==> config.mk <==
export PLATFORM = sky130hd
export DESIGN_NAME = vend_change_dispenser_flat
export DESIGN_NICKNAME = d
export VERILOG_FILES = /design/src/rtl/vend_change_dispenser_pkg.sv /design/src/rtl/vend_change_dispenser_if.sv /design/src/rtl/vend_ack_timer.sv /design/src/rtl/vend_change_dispenser.sv /design/src/flat_wrapper.sv
export SDC_FILE = /design/constraint.sdc
export NUM_CORES = 1
export LEC_CHECK = 0
export BUFFER_PORTS_ARGS = -buffer_cell sky130_fd_sc_hd__buf_2
export CORE_MARGIN = 2
export CORE_UTILIZATION = 58
export CTS_CLUSTER_DIAMETER = 150
export CTS_CLUSTER_SIZE = 12
export DETAILED_ROUTE_END_ITERATION = 8
export GPL_ROUTABILITY_DRIVEN = 0
export HOLD_SLACK_MARGIN = 0.15
export PLACE_DENSITY = 0.83
export RECOVER_POWER = 25
export SLEW_MARGIN = 20
export SYNTH_ARGS = -nofsm -noshare
export SYNTH_HDL_FRONTEND = slang
export SYNTH_SLANG_ARGS = --single-unit
==> constraint.sdc <==
create_clock -name clk -period 5.85 [get_ports clk]
set_input_delay 1.4625 -clock clk [delete_from_list [all_inputs] [get_ports clk]]
set_output_delay 1.4625 -clock clk [all_outputs]
set_load 0.05 [all_outputs]
==> src/rtl/vend_change_dispenser_pkg.sv <==
// Shared vending definitions: coin denominations, dispenser states and the
// default width of change amounts.
package vend_change_dispenser_pkg;

  localparam int AMT_W_DEF = 5;

  // Coin face values, also used by the upstream vend controller
  localparam int DENOM_1  = 1;
  localparam int DENOM_5  = 5;
  localparam int DENOM_10 = 10;

  typedef enum logic [2:0] {
    ST_IDLE   = 3'd0,
    ST_SELECT = 3'd1,
    ST_EJECT  = 3'd2,
    ST_DONE   = 3'd3,
    ST_FAULT  = 3'd4
  } disp_state_t;

  // Hopper request vector layout: {eject_10, eject_5, eject_1}
  typedef logic [2:0] eject_vec_t;

  localparam eject_vec_t EJ_NONE = 3'b000;
  localparam eject_vec_t EJ_10   = 3'b100;
  localparam eject_vec_t EJ_5    = 3'b010;
  localparam eject_vec_t EJ_1    = 3'b001;

endpackage

==> src/rtl/vend_change_dispenser_if.sv <==
// Change request, hopper handshake and status signals of the change dispenser.
interface vend_change_dispenser_if #(
  parameter int AMT_W = vend_change_dispenser_pkg::AMT_W_DEF
);

  logic             change_valid;
  logic [AMT_W-1:0] change_amount;
  logic             change_ready;
  logic             eject_10;
  logic             eject_5;
  logic             eject_1;
  logic             coin_ack;
  logic             empty_10;
  logic             empty_5;
  logic             empty_1;
  logic             fault_clear;
  logic             busy;
  logic             done;
  logic             fault;
  logic [AMT_W-1:0] remaining;

  // master: vend controller plus hoppers; slave: the dispenser
  modport master (
    output change_valid, change_amount, coin_ack,
    output empty_10, empty_5, empty_1, fault_clear,
    input  change_ready, eject_10, eject_5, eject_1,
    input  busy, done, fault, remaining
  );

  modport slave (
    input  change_valid, change_amount, coin_ack,
    input  empty_10, empty_5, empty_1, fault_clear,
    output change_ready, eject_10, eject_5, eject_1,
    output busy, done, fault, remaining
  );

endinterface

==> src/rtl/vend_ack_timer.sv <==
// Cycle counter for an outstanding eject request; flags the increment that
// brings the count up to ACK_TIMEOUT.
module vend_ack_timer #(
  parameter int ACK_TIMEOUT = 255
) (
  input  logic clk,
  input  logic reset,
  input  logic clear,
  input  logic inc,
  output logic expire
);

  localparam int TW = (ACK_TIMEOUT < 1) ? 1 : $clog2(ACK_TIMEOUT + 1);
  localparam logic [TW-1:0] LIMIT = TW'(ACK_TIMEOUT);
  localparam logic [TW-1:0] LAST  = TW'(ACK_TIMEOUT - 1);

  logic [TW-1:0] count_q;

  always_ff @(posedge clk or posedge reset) begin
    if (reset) begin
      count_q <= '0;
    end else if (clear) begin
      count_q <= '0;
    end else if (inc && (count_q != LIMIT)) begin
      count_q <= count_q + 1'b1;
    end
  end

  // Raised on the edge whose increment would reach the limit, so the request
  // is dropped after exactly ACK_TIMEOUT unacknowledged cycles.
  always_comb begin
    expire = inc && (count_q >= LAST);
  end

endmodule

==> src/rtl/vend_change_dispenser.sv <==
// Pays a change amount out as 10/5/1 coins, largest stocked denomination
// first, one held eject request per coin with an acknowledge timeout.
module vend_change_dispenser
  import vend_change_dispenser_pkg::*;
#(
  parameter int AMT_W       = AMT_W_DEF,
  parameter int ACK_TIMEOUT = 255
) (
  input logic                   clk,
  input logic                   reset,
  vend_change_dispenser_if.slave bus
);

  localparam logic [AMT_W-1:0] D10 = AMT_W'(DENOM_10);
  localparam logic [AMT_W-1:0] D5  = AMT_W'(DENOM_5);
  localparam logic [AMT_W-1:0] D1  = AMT_W'(DENOM_1);

  disp_state_t      state_q, state_d;
  logic [AMT_W-1:0] remaining_q, remaining_d;
  eject_vec_t       eject_q, eject_d;
  logic [AMT_W-1:0] denom_cur;
  logic             timer_inc;
  logic             timer_expire;

  // Value of the coin currently requested, recovered from the one-hot eject
  function automatic logic [AMT_W-1:0] denom_of(input eject_vec_t ej);
    if (ej[2]) begin
      return D10;
    end else if (ej[1]) begin
      return D5;
    end
    return D1;
  endfunction

  // Greedy pick: largest stocked coin not exceeding the balance, or none
  function automatic eject_vec_t pick_coin(input logic [AMT_W-1:0] bal,
                                           input logic e10,
                                           input logic e5,
                                           input logic e1);
    if ((bal >= D10) && !e10) begin
      return EJ_10;
    end else if ((bal >= D5) && !e5) begin
      return EJ_5;
    end else if ((bal >= D1) && !e1) begin
      return EJ_1;
    end
    return EJ_NONE;
  endfunction

  always_comb begin
    denom_cur = denom_of(eject_q);
    timer_inc = (state_q == ST_EJECT) && !bus.coin_ack;
  end

  // The timer runs only while a request waits; any other cycle clears it
  vend_ack_timer #(
    .ACK_TIMEOUT (ACK_TIMEOUT)
  ) u_ack_timer (
    .clk    (clk),
    .reset  (reset),
    .clear  (!timer_inc),
    .inc    (timer_inc),
    .expire (timer_expire)
  );

  always_ff @(posedge clk or posedge reset) begin
    if (reset) begin
      state_q     <= ST_IDLE;
      remaining_q <= '0;
      eject_q     <= EJ_NONE;
    end else begin
      state_q     <= state_d;
      remaining_q <= remaining_d;
      eject_q     <= eject_d;
    end
  end

  always_comb begin
    eject_vec_t pick;
    state_d     = state_q;
    remaining_d = remaining_q;
    eject_d     = eject_q;
    pick        = pick_coin(remaining_q, bus.empty_10, bus.empty_5, bus.empty_1);

    case (state_q)
      ST_IDLE: begin
        eject_d = EJ_NONE;
        if (bus.change_valid) begin
          if (bus.change_amount != '0) begin
            remaining_d = bus.change_amount;
            state_d     = ST_SELECT;
          end else begin
            state_d = ST_DONE;
          end
        end
      end

      ST_SELECT: begin
        if (pick != EJ_NONE) begin
          eject_d = pick;
          state_d = ST_EJECT;
        end else begin
          eject_d = EJ_NONE;
          state_d = ST_FAULT;
        end
      end

      // Hopper empties are not re-examined here; a pending request stands
      ST_EJECT: begin
        if (bus.coin_ack) begin
          remaining_d = remaining_q - denom_cur;
          eject_d     = EJ_NONE;
          state_d     = (remaining_d == '0) ? ST_DONE : ST_SELECT;
        end else if (timer_expire) begin
          eject_d = EJ_NONE;
          state_d = ST_FAULT;
        end
      end

      ST_DONE: begin
        eject_d = EJ_NONE;
        state_d = ST_IDLE;
      end

      ST_FAULT: begin
        eject_d = EJ_NONE;
        if (bus.fault_clear) begin
          remaining_d = '0;
          state_d     = ST_IDLE;
        end
      end

      default: begin
        eject_d     = EJ_NONE;
        remaining_d = '0;
        state_d     = ST_IDLE;
      end
    endcase
  end

  always_comb begin
    bus.change_ready = (state_q == ST_IDLE);
    bus.busy         = (state_q == ST_SELECT) || (state_q == ST_EJECT) ||
                       (state_q == ST_DONE);
    bus.done         = (state_q == ST_DONE);
    bus.fault        = (state_q == ST_FAULT);
    bus.eject_10     = eject_q[2];
    bus.eject_5      = eject_q[1];
    bus.eject_1      = eject_q[0];
    bus.remaining    = remaining_q;
  end

endmodule

==> src/flat_wrapper.sv <==
// flat-port wrapper written by rule: the top's interface ports become plain ports
module vend_change_dispenser_flat import vend_change_dispenser_pkg::*;
#(
  parameter int AMT_W       = AMT_W_DEF,
  parameter int ACK_TIMEOUT = 255
)
  (clk, reset, bus_change_valid, bus_change_amount, bus_coin_ack, bus_empty_10, bus_empty_5, bus_empty_1, bus_fault_clear, bus_change_ready, bus_eject_10, bus_eject_5, bus_eject_1, bus_busy, bus_done, bus_fault, bus_remaining);
  vend_change_dispenser_if #(.AMT_W(AMT_W)) bus_i ();
  input logic clk;
  input logic reset;
  input wire logic [$bits(bus_i.change_valid)-1:0] bus_change_valid;
  input wire logic [$bits(bus_i.change_amount)-1:0] bus_change_amount;
  input wire logic [$bits(bus_i.coin_ack)-1:0] bus_coin_ack;
  input wire logic [$bits(bus_i.empty_10)-1:0] bus_empty_10;
  input wire logic [$bits(bus_i.empty_5)-1:0] bus_empty_5;
  input wire logic [$bits(bus_i.empty_1)-1:0] bus_empty_1;
  input wire logic [$bits(bus_i.fault_clear)-1:0] bus_fault_clear;
  output wire logic [$bits(bus_i.change_ready)-1:0] bus_change_ready;
  output wire logic [$bits(bus_i.eject_10)-1:0] bus_eject_10;
  output wire logic [$bits(bus_i.eject_5)-1:0] bus_eject_5;
  output wire logic [$bits(bus_i.eject_1)-1:0] bus_eject_1;
  output wire logic [$bits(bus_i.busy)-1:0] bus_busy;
  output wire logic [$bits(bus_i.done)-1:0] bus_done;
  output wire logic [$bits(bus_i.fault)-1:0] bus_fault;
  output wire logic [$bits(bus_i.remaining)-1:0] bus_remaining;
  assign bus_i.change_valid = bus_change_valid;
  assign bus_i.change_amount = bus_change_amount;
  assign bus_i.coin_ack = bus_coin_ack;
  assign bus_i.empty_10 = bus_empty_10;
  assign bus_i.empty_5 = bus_empty_5;
  assign bus_i.empty_1 = bus_empty_1;
  assign bus_i.fault_clear = bus_fault_clear;
  assign bus_change_ready = bus_i.change_ready;
  assign bus_eject_10 = bus_i.eject_10;
  assign bus_eject_5 = bus_i.eject_5;
  assign bus_eject_1 = bus_i.eject_1;
  assign bus_busy = bus_i.busy;
  assign bus_done = bus_i.done;
  assign bus_fault = bus_i.fault;
  assign bus_remaining = bus_i.remaining;
  vend_change_dispenser #(.AMT_W(AMT_W), .ACK_TIMEOUT(ACK_TIMEOUT)) u_core (.clk(clk), .reset(reset), .bus(bus_i));
endmodule
==> summary.md, run 1 <==
| Metric | Value |
|---|---|
| LEAKAGE | approximately 0.67 nW |
| Mapped cell area | roughly 1300 um^2 |
| Initial antenna violation count | 0 |
| Mux cell area share after synthesis | 0.0417 |
| TritonCTS buffer count | 3 |
| R2R Path Start | u_core.eject_q[2] |
| Synth Area in XOR/XNOR | 0.0417 |
| Final number of max-transition violations | 0 |
| Post-synthesis adder-cell area fraction | 0.0754 |
| P_int | approximately 0.35 mW |
| Synth Register Bits | 19 |
| First-pass GRT wire length | 4610 um |
| Min Tclk post-route | between 3000 and 4000 ps |
| Netlist cell types | 38 |
| PortBufs | 24 |
| Ys Warns | 0 |
| I/O pins | 25 |
| Period utilization | 0.539 |
| Synth Net Count | 157 |
| Die outline width | 50.6 um |
| Final clock skew | 5.40 ps |
| Total die area | approximately 2600 um^2 |
| Final WS setup | around 2700 ps |
| Final WL | approximately 2700 um |
| Tightest Pin Transition | between 700 and 800 ps |
| Total track usage | 0.234 |
| Largest family of logic cells by synthesized area | compound AO/OA/AOI/OAI gates |
| Routed Antenna Nets | 0 |
| Most common cell after layout, fill and taps aside | buf_2 |
| CP Class | flip-flop to output pin |
| Worst Min Path Start | u_core.eject_q[2] |
| EDFF count, synth | 0 |
| Synth async-reset ratio | 1.00 |
| Drt pass-1 iters | 6 |
| Clock sinks | 19 |
| Setup crit end | bus_change_ready |
| Sw Ratio | 0.540 |
| Crit-path cells | or2_1 -> nor2_1 -> buf_2 |
| Initial Util | 0.630 |
| Root Driver | clkbuf_4 |
| Largest net degree at the start of global routing | 21 |
| Core Box Area | between 2000 and 2500 um^2 |
| Detailed Route Iter0 Violations | 36 |
| RSZ-0062 raised after global routing | no |
| Vias in the first global route | 987 |
| CP max-delay cell | dfrtp_1 |
| Die height | around 50 um |
| Post-CTS Setup Repair Bufs | 0 |
| DRC Markers | 0 |
| Final hold vios | 0 |
| Worst r2r path cells | 9 |
| R2R Path End | u_core.bus.remaining[4] |
| Most frequent cells in the layout | buf_2, dfrtp_1, nor2_1 |
| Post-Synthesis Cells | ~140 |
| Vias | 1083 |
| Layout cells sized above 1 | 0.200 |
| Pre-CTS setup slack | 2770 ps |
| Status | finished clean |
| Peak supply drop | 0.378 mV |
| Slack of the worst reg-to-reg path | between 3000 and 4000 ps |
| CTS tree | done |
| Psw | between 0.4 and 0.5 mW |
| Fmax achieved | approximately 320 MHz |
| Clk Latency, worst-skew pair | 300 ps |
| Synth Area in Compound Gates | 0.227 |
| Area growth, synth to finish | 12.2% |
| Hold path depth | 1 |
| CP Launch Type | flip-flop |
| Sum Neg Setup Slack | 0 ps |
| Hold Path Class | flip-flop to flip-flop |
| Clock tree buffer depth | 2 |
| Number of vias per cell | 5.79 |
| Total gr overflow | 0 |
| Ant. Diodes | 0 |
| H-tree Lvls | 1 |
| Seq/Total Area, Yosys | 0.377 |
| Max_cap viols | 0 |
| Worst-path fanout max | 12 |
| Mean Syn Cell Area | between 9 and 10 um^2 |
| Final setup vio count | 0 |
| Critical Path Sink Type | output pin |
| Worst endpoint required time | about 4400 ps |
| Clk slew on worst S/H paths | ~110 ps |
| Cell Pwr Density | between 500 and 600 nW/um^2 |
| Std-Cell Rows | 16 |
| Clk pwr share | 0.090 |
| WL/cell | 14.2 um |
| Critical Path AT | approximately 1700 ps |
| Combinational share of power | 0.613 |
| Sequential power share | 0.297 |
| Prevailing post-synth register cell | dfrtp_1 |
| Rel. slew slack | 0.530 |
| Fin nets | 181 |
| # hold bufs at CTS | 0 |
| Post-cts sizing count | 0 |
| Worst path max stage delay | 550 ps |
| HPWL after DPL | 2040 um |
| Worst setup path startpoint | u_core.state_q[2] |
| Post-synthesis simple-gate area fraction | 0.184 |
==> how the worst min path moves through the flow <==
stage                                     to  slack, ps
6_report                   u_core.eject_q[2]        540
5_1_grt                    u_core.eject_q[2]        560
4_1_cts                    u_core.eject_q[2]        540
3_5_place_dp               u_core.eject_q[2]        520
3_3_place_gp               u_core.eject_q[0]        490
2_1_floorplan  u_core.u_ack_timer.count_q[2]        500
==> routing by layer <==
| metal | share of wire | up-vias | GRT usage |
|---|---|---|---|
| met1 | 0.49 | 495 | 0.359 |
| met2 | 0.45 | 37 | 0.351 |
| met4 | 0.0086 | 0 | 0.0541 |
| met3 | 0.045 | 4 | 0.0268 |
| met5 | 0 | - | 0 |
| li1 | - | 547 | - |
==> critical path, delay by kind of cell, from the launching register on <==
| family | cells | cell delay [ps] |
|---|---|---|
| buf+inv | 1 | 290 |
| flops | 1 | 550 |
| simple gates | 2 | 550 |
==> cell usage after synthesis (4+ instances only) <==
| cell | n | share of area |
|---|---|---|
| a21oi_1 | 9 | 0.036 |
| a31oi_1 | 5 | 0.025 |
| dfrtp_1 | 19 | 0.38 |
| ha_1 | 6 | 0.060 |
| inv_1 | 11 | 0.033 |
| nand2_1 | 10 | 0.030 |
| nand4_1 | 4 | 0.020 |
| nor2_1 | 16 | 0.048 |
| nor3_1 | 4 | 0.016 |
| o31ai_1 | 6 | 0.036 |
==> cells by family after synthesis <==
kind of cell    count (synthesis)
simple gates                   46
compound gates                 38
flops                          19
buf+inv                        16
fa+ha+maj                       7
xor+xnor                        6
mux                             5
==> power by group through the flow <==
stage          clock (mW)  sequential [mW]  combinational (mW)
3_5_place_dp            0            0.225               0.457
2_1_floorplan           0            0.257               0.334
4_1_cts            0.0680            0.223               0.460
5_1_grt            0.0742            0.233               0.502
3_3_place_gp            0            0.224               0.447
6_report           0.0679            0.224               0.461
==> sequential cells by signal, summed over array words and instances, names as in the netlist <==
signal and count:
u_core.u_ack_timer.count_q 8, u_core.bus.remaining 5, u_core.eject_q 3, u_core.state_q 3
==> stage by stage <==
step           cell area (um^2)  hold WS [ps]  std cells  power (mW)   util
6_report                   1420           537        187       0.753  0.707
5_1_grt                    1420           557        187       0.809  0.707
4_1_cts                    1420           542        187       0.750  0.708
3_5_place_dp               1390           517        183       0.683  0.694
3_3_place_gp               1390           490        183       0.671  0.694
2_1_floorplan              1260           503        137       0.591      -
==> final cells by class <==
type	count	area, um^2
multi-input combinational	102	718
fill	164	587
sequential	19	475
timing repair buffer	24	119
inverter	11	41.3
tap	27	33.8
clock buffer	3	22.5
clock inverter	1	5.00
Note: power is estimated with default switching activity, not from simulation.
==> run 2, diff against run 1 <==
--- a/config.mk
+++ b/config.mk
@@ -5,15 +5,16 @@
 export SDC_FILE = /design/constraint.sdc
 export NUM_CORES = 1
 export LEC_CHECK = 0
+export ABC_AREA = 1
 export BUFFER_PORTS_ARGS = -buffer_cell sky130_fd_sc_hd__buf_2
 export CORE_MARGIN = 2
-export CORE_UTILIZATION = 58
+export CORE_UTILIZATION = 54
 export CTS_CLUSTER_DIAMETER = 150
 export CTS_CLUSTER_SIZE = 12
 export DETAILED_ROUTE_END_ITERATION = 8
 export GPL_ROUTABILITY_DRIVEN = 0
 export HOLD_SLACK_MARGIN = 0.15
-export PLACE_DENSITY = 0.83
+export PLACE_DENSITY = 0.78
 export RECOVER_POWER = 25
 export SLEW_MARGIN = 20
 export SYNTH_ARGS = -nofsm -noshare
==> constraint.sdc (replaced) <==
create_clock -name clk -period 3.1 [get_ports clk]
set_input_delay 0.775 -clock clk [delete_from_list [all_inputs] [get_ports clk]]
set_output_delay 0.775 -clock clk [all_outputs]
set_load 0.05 [all_outputs]
==> summary.md, run 2 <==
| Metric | Value |
|---|---|
| Mean Syn Cell Area | 7.45 um^2 (was 9.21 um^2) |
| Rel. slew slack | 0.526 (was 0.530) |
| Area growth, synth to finish | 13.8% (was 12.2%) |
| Min Tclk post-route | 2140 ps |
| DRC Markers | 0 (unchanged) |
| Sequential power share | 0.268 (was 0.297) |
| Critical Path AT | 1370 ps (was 1690 ps) |
| Synth Net Count | 197 (was 157) |
| Area occupied by multi-input gates | 729 um^2 (was 718 um^2) |
| LEAKAGE | 0.821 nW (was 0.674 nW) |
| R2R Path Start | u_core.eject_q[2] (unchanged) |
| Worst setup path startpoint | u_core.state_q[0] (was u_core.state_q[2]) |
| Metal-1 WL | 1260 um (was 1320 um) |
| WL/cell | 12.3 um (was 14.2 um) |
| Final clock skew | 8.09 ps (was 5.40 ps) |
| Top cells by count, synth | nand2_1, inv_1, dfrtp_1 (was dfrtp_1, nor2_1, inv_1) |
| Worst path max stage delay | 400 ps (was 550 ps) |
| Fmax achieved | between 400 and 500 MHz |
| Worst-path fanout max | 8 (was 12) |
| P_int | 0.590 mW (was 0.346 mW) |
| Largest net degree at the start of global routing | 20 (was 21) |
| Vias | 1261 (was 1083) |
| Clk Latency, worst-skew pair | 300 ps (about the same) |
| Prevailing post-synth register cell | dfrtp_1 (unchanged) |
| Peak supply drop | 0.502 mV (was 0.378 mV) |
| Most common cell after layout, fill and taps aside | nand2_1 (was buf_2) |
| CP Buf/Inv Count | 2 (was 1) |
| Top cell type's share of synthesized area | 0.361 (was 0.377) |
| First-pass GRT wire length | 4640 um (was 4610 um) |
| Combinational share of power | 0.638 (was 0.613) |
| Reg with most FFs | u_core.u_ack_timer.count_q (unchanged) |
| Max reg flops | 8 (unchanged) |
| Final hold vios | 0 (unchanged) |
| Number of vias per cell | 5.41 (was 5.79) |
| Routed Antenna Nets | 0 (unchanged) |
| H-tree Lvls | 1 (unchanged) |
| Met2 wire len | 1400 um (was 1200 um) |
| Drt pass-1 iters | 4 (was 6) |
| Initial Util | 0.585 (was 0.630) |
| Psw | 0.736 mW (was 0.407 mW) |
| PortBufs | 24 (unchanged) |
| Sum Neg Setup Slack | 0 ps (unchanged) |
| Routed wl met3 | 139 um (was 120 um) |
| EDFF count, synth | 0 (unchanged) |
| Synth async-reset ratio | 1.00 (unchanged) |
| Post-CTS Setup Repair Bufs | 0 (unchanged) |
| Layout cells sized above 1 | 0.205 (was 0.200) |
| Root Driver | clkbuf_4 (unchanged) |
| Clock tree buffer depth | 2 (unchanged) |
| Reg area | 475 um^2 (unchanged) |
| Sw Ratio | 0.555 (was 0.540) |
| Largest delay share family, worst path | buffers and inverters (was flip-flops) |
| Clk pwr share | 0.094 (was 0.090) |
| Core Box Area | 2250 um^2 (was 2000 um^2) |
| Final WL | 2880 um (was 2660 um) |
| Initial antenna violation count | 0 (unchanged) |
| Total track usage | 0.230 (was 0.234) |
| Mapped cell area | 1320 um^2 (was 1260 um^2) |
| Post-Synthesis Cells | 177 (was 137) |
| Ys Warns | 0 (unchanged) |
| Synth area leader | dfrtp_1 (unchanged) |
| Critical Path Sink Type | output pin (unchanged) |
| Period utilization | 0.691 |
| Clock sinks | 19 (unchanged) |
| Filler Cell Count | 213 (was 164) |
| Final number of max-transition violations | 0 (unchanged) |
| RSZ-0062 raised after global routing | no (unchanged) |
| CTS tree | done (unchanged) |
| Vias in the first global route | 1142 (was 987) |
| CP max-delay cell | dfrtp_1 (unchanged) |
| Max layer used | met4 (unchanged) |
| Die outline width | 53.4 um (was 50.6 um) |
| Worst endpoint required time | 2320 ps (was 4390 ps) |
| Crit-path cells | inv_1 -> nand2_4 -> nor2_4 -> buf_2 (was or2_1 -> nor2_1 -> buf_2) |
| Cell Pwr Density | 884 nW/um^2 (was 532 nW/um^2) |
| Clk slew on worst S/H paths | 100 ps (was 110 ps) |
| Seq/Total Area, Yosys | 0.361 (was 0.377) |
| Ant. Diodes | 0 (unchanged) |
| Total gr overflow | 0 (unchanged) |
| Die height | 53.4 um (was 50.6 um) |
| Top-count cell post-synth | nand2_1 (was dfrtp_1) |
| Status | finished clean (unchanged) |
| Detailed Route Iter0 Violations | 32 (was 36) |
| Netlist cell types | 30 (was 38) |
| Worst Min Path Start | u_core.eject_q[0] (was u_core.eject_q[2]) |
| Fin nets | 226 (was 181) |
| Post-cts sizing count | 0 (unchanged) |
| Hold Path Class | flip-flop to flip-flop (unchanged) |
| Synth Register Bits | 19 (unchanged) |
| Most frequent cells in the layout | nand2_1, inv_1, buf_2 (was buf_2, dfrtp_1, nor2_1) |
| Tightest Pin Transition | 711 ps (was 705 ps) |
| TritonCTS buffer count | 3 (unchanged) |
| Total die area | 2850 um^2 (was 2560 um^2) |
| Synth top area cells | dfrtp_1, nand2_1, inv_1, ha_1, o21ai_0 (was dfrtp_1, ha_1, nor2_1, a21oi_1, o31ai_1) |
| Final setup vio count | 0 (unchanged) |
| # hold bufs at CTS | 0 (unchanged) |
| CP Class | flip-flop to output pin (unchanged) |
| Max_cap viols | 0 (unchanged) |
| CP Launch Type | flip-flop (unchanged) |
| I/O pins | 25 (unchanged) |
| Hold WS | 506 ps (was 537 ps) |
| Std-Cell Rows | 17 (was 16) |
| HPWL after DPL | 2360 um (was 2040 um) |
run 2: worst paths after layout:
kind                                                 to  slack (ps)  depth (start not counted)
worst max-delay path                   bus_change_ready         960                          4
worst min-delay path                  u_core.eject_q[0]         510                          2
worst max register to register        u_core.state_q[1]        1180                         13
worst min register to register        u_core.eject_q[0]         510                          2
max in group asynchronous             u_core.state_q[1]        2070                          2
min in group asynchronous       u_core.bus.remaining[2]         570                          2
run 2: kinds of logic after synthesis:
logic type | Yosys count | synth area share
adder cells (fa/ha/maj) | 7 | 0.0721
XOR/XNOR | 1 | 0.00664
flip-flops | 19 | 0.361
buffers and inverters | 30 | 0.0863
AND/OR/NAND/NOR | 93 | 0.347
AO/OA/AOI/OAI | 27 | 0.127
run 2: layout make-up:
type | instances | area share
Clock buffer | 4 | 0.0175
Tap cell | 28 | 0.0234
Sequential cell | 19 | 0.317
Inverter | 30 | 0.0759
Multi-Input combinational cell | 128 | 0.486
Timing Repair Buffer | 24 | 0.0801
run 2: metal layers:
layer | GRT usage | up-vias
li1 | - | 629
met1 | 0.256 | 580
met2 | 0.416 | 43
met3 | 0.0424 | 9
met4 | 0.107 | 0
met5 | 0 | -
run 2: worst min-delay path, delay by kind of cell (launching register included):
kind             cells  cell delay, ps
flip-flops           1             360
AND/OR/NAND/NOR      1              50
AO/OA/AOI/OAI        1              70
run 2: through the flow:
step | total power, mW | area (um^2) | utilization | setup slack [ps] | instances
6_report | 1.33 | 1500 | 0.665 | 957 | 233
5_1_grt | 1.44 | 1500 | 0.665 | 883 | 233
4_1_cts | 1.33 | 1500 | 0.665 | 941 | 233
3_5_place_dp | 1.20 | 1470 | 0.654 | 1210 | 229
3_3_place_gp | 1.18 | 1470 | 0.654 | 1260 | 229
2_1_floorplan | 1.02 | 1320 | - | 741 | 177
run 2: power groups by stage:
| stage | clock network (mW) | logic (mW) | registers (mW) |
|---|---|---|---|
| 3_3_place_gp | 0 | 0.820 | 0.357 |
| 4_1_cts | 0.129 | 0.843 | 0.356 |
| 6_report | 0.125 | 0.846 | 0.356 |
| 2_1_floorplan | 0 | 0.541 | 0.478 |
| 3_5_place_dp | 0 | 0.840 | 0.361 |
| 5_1_grt | 0.139 | 0.932 | 0.364 |
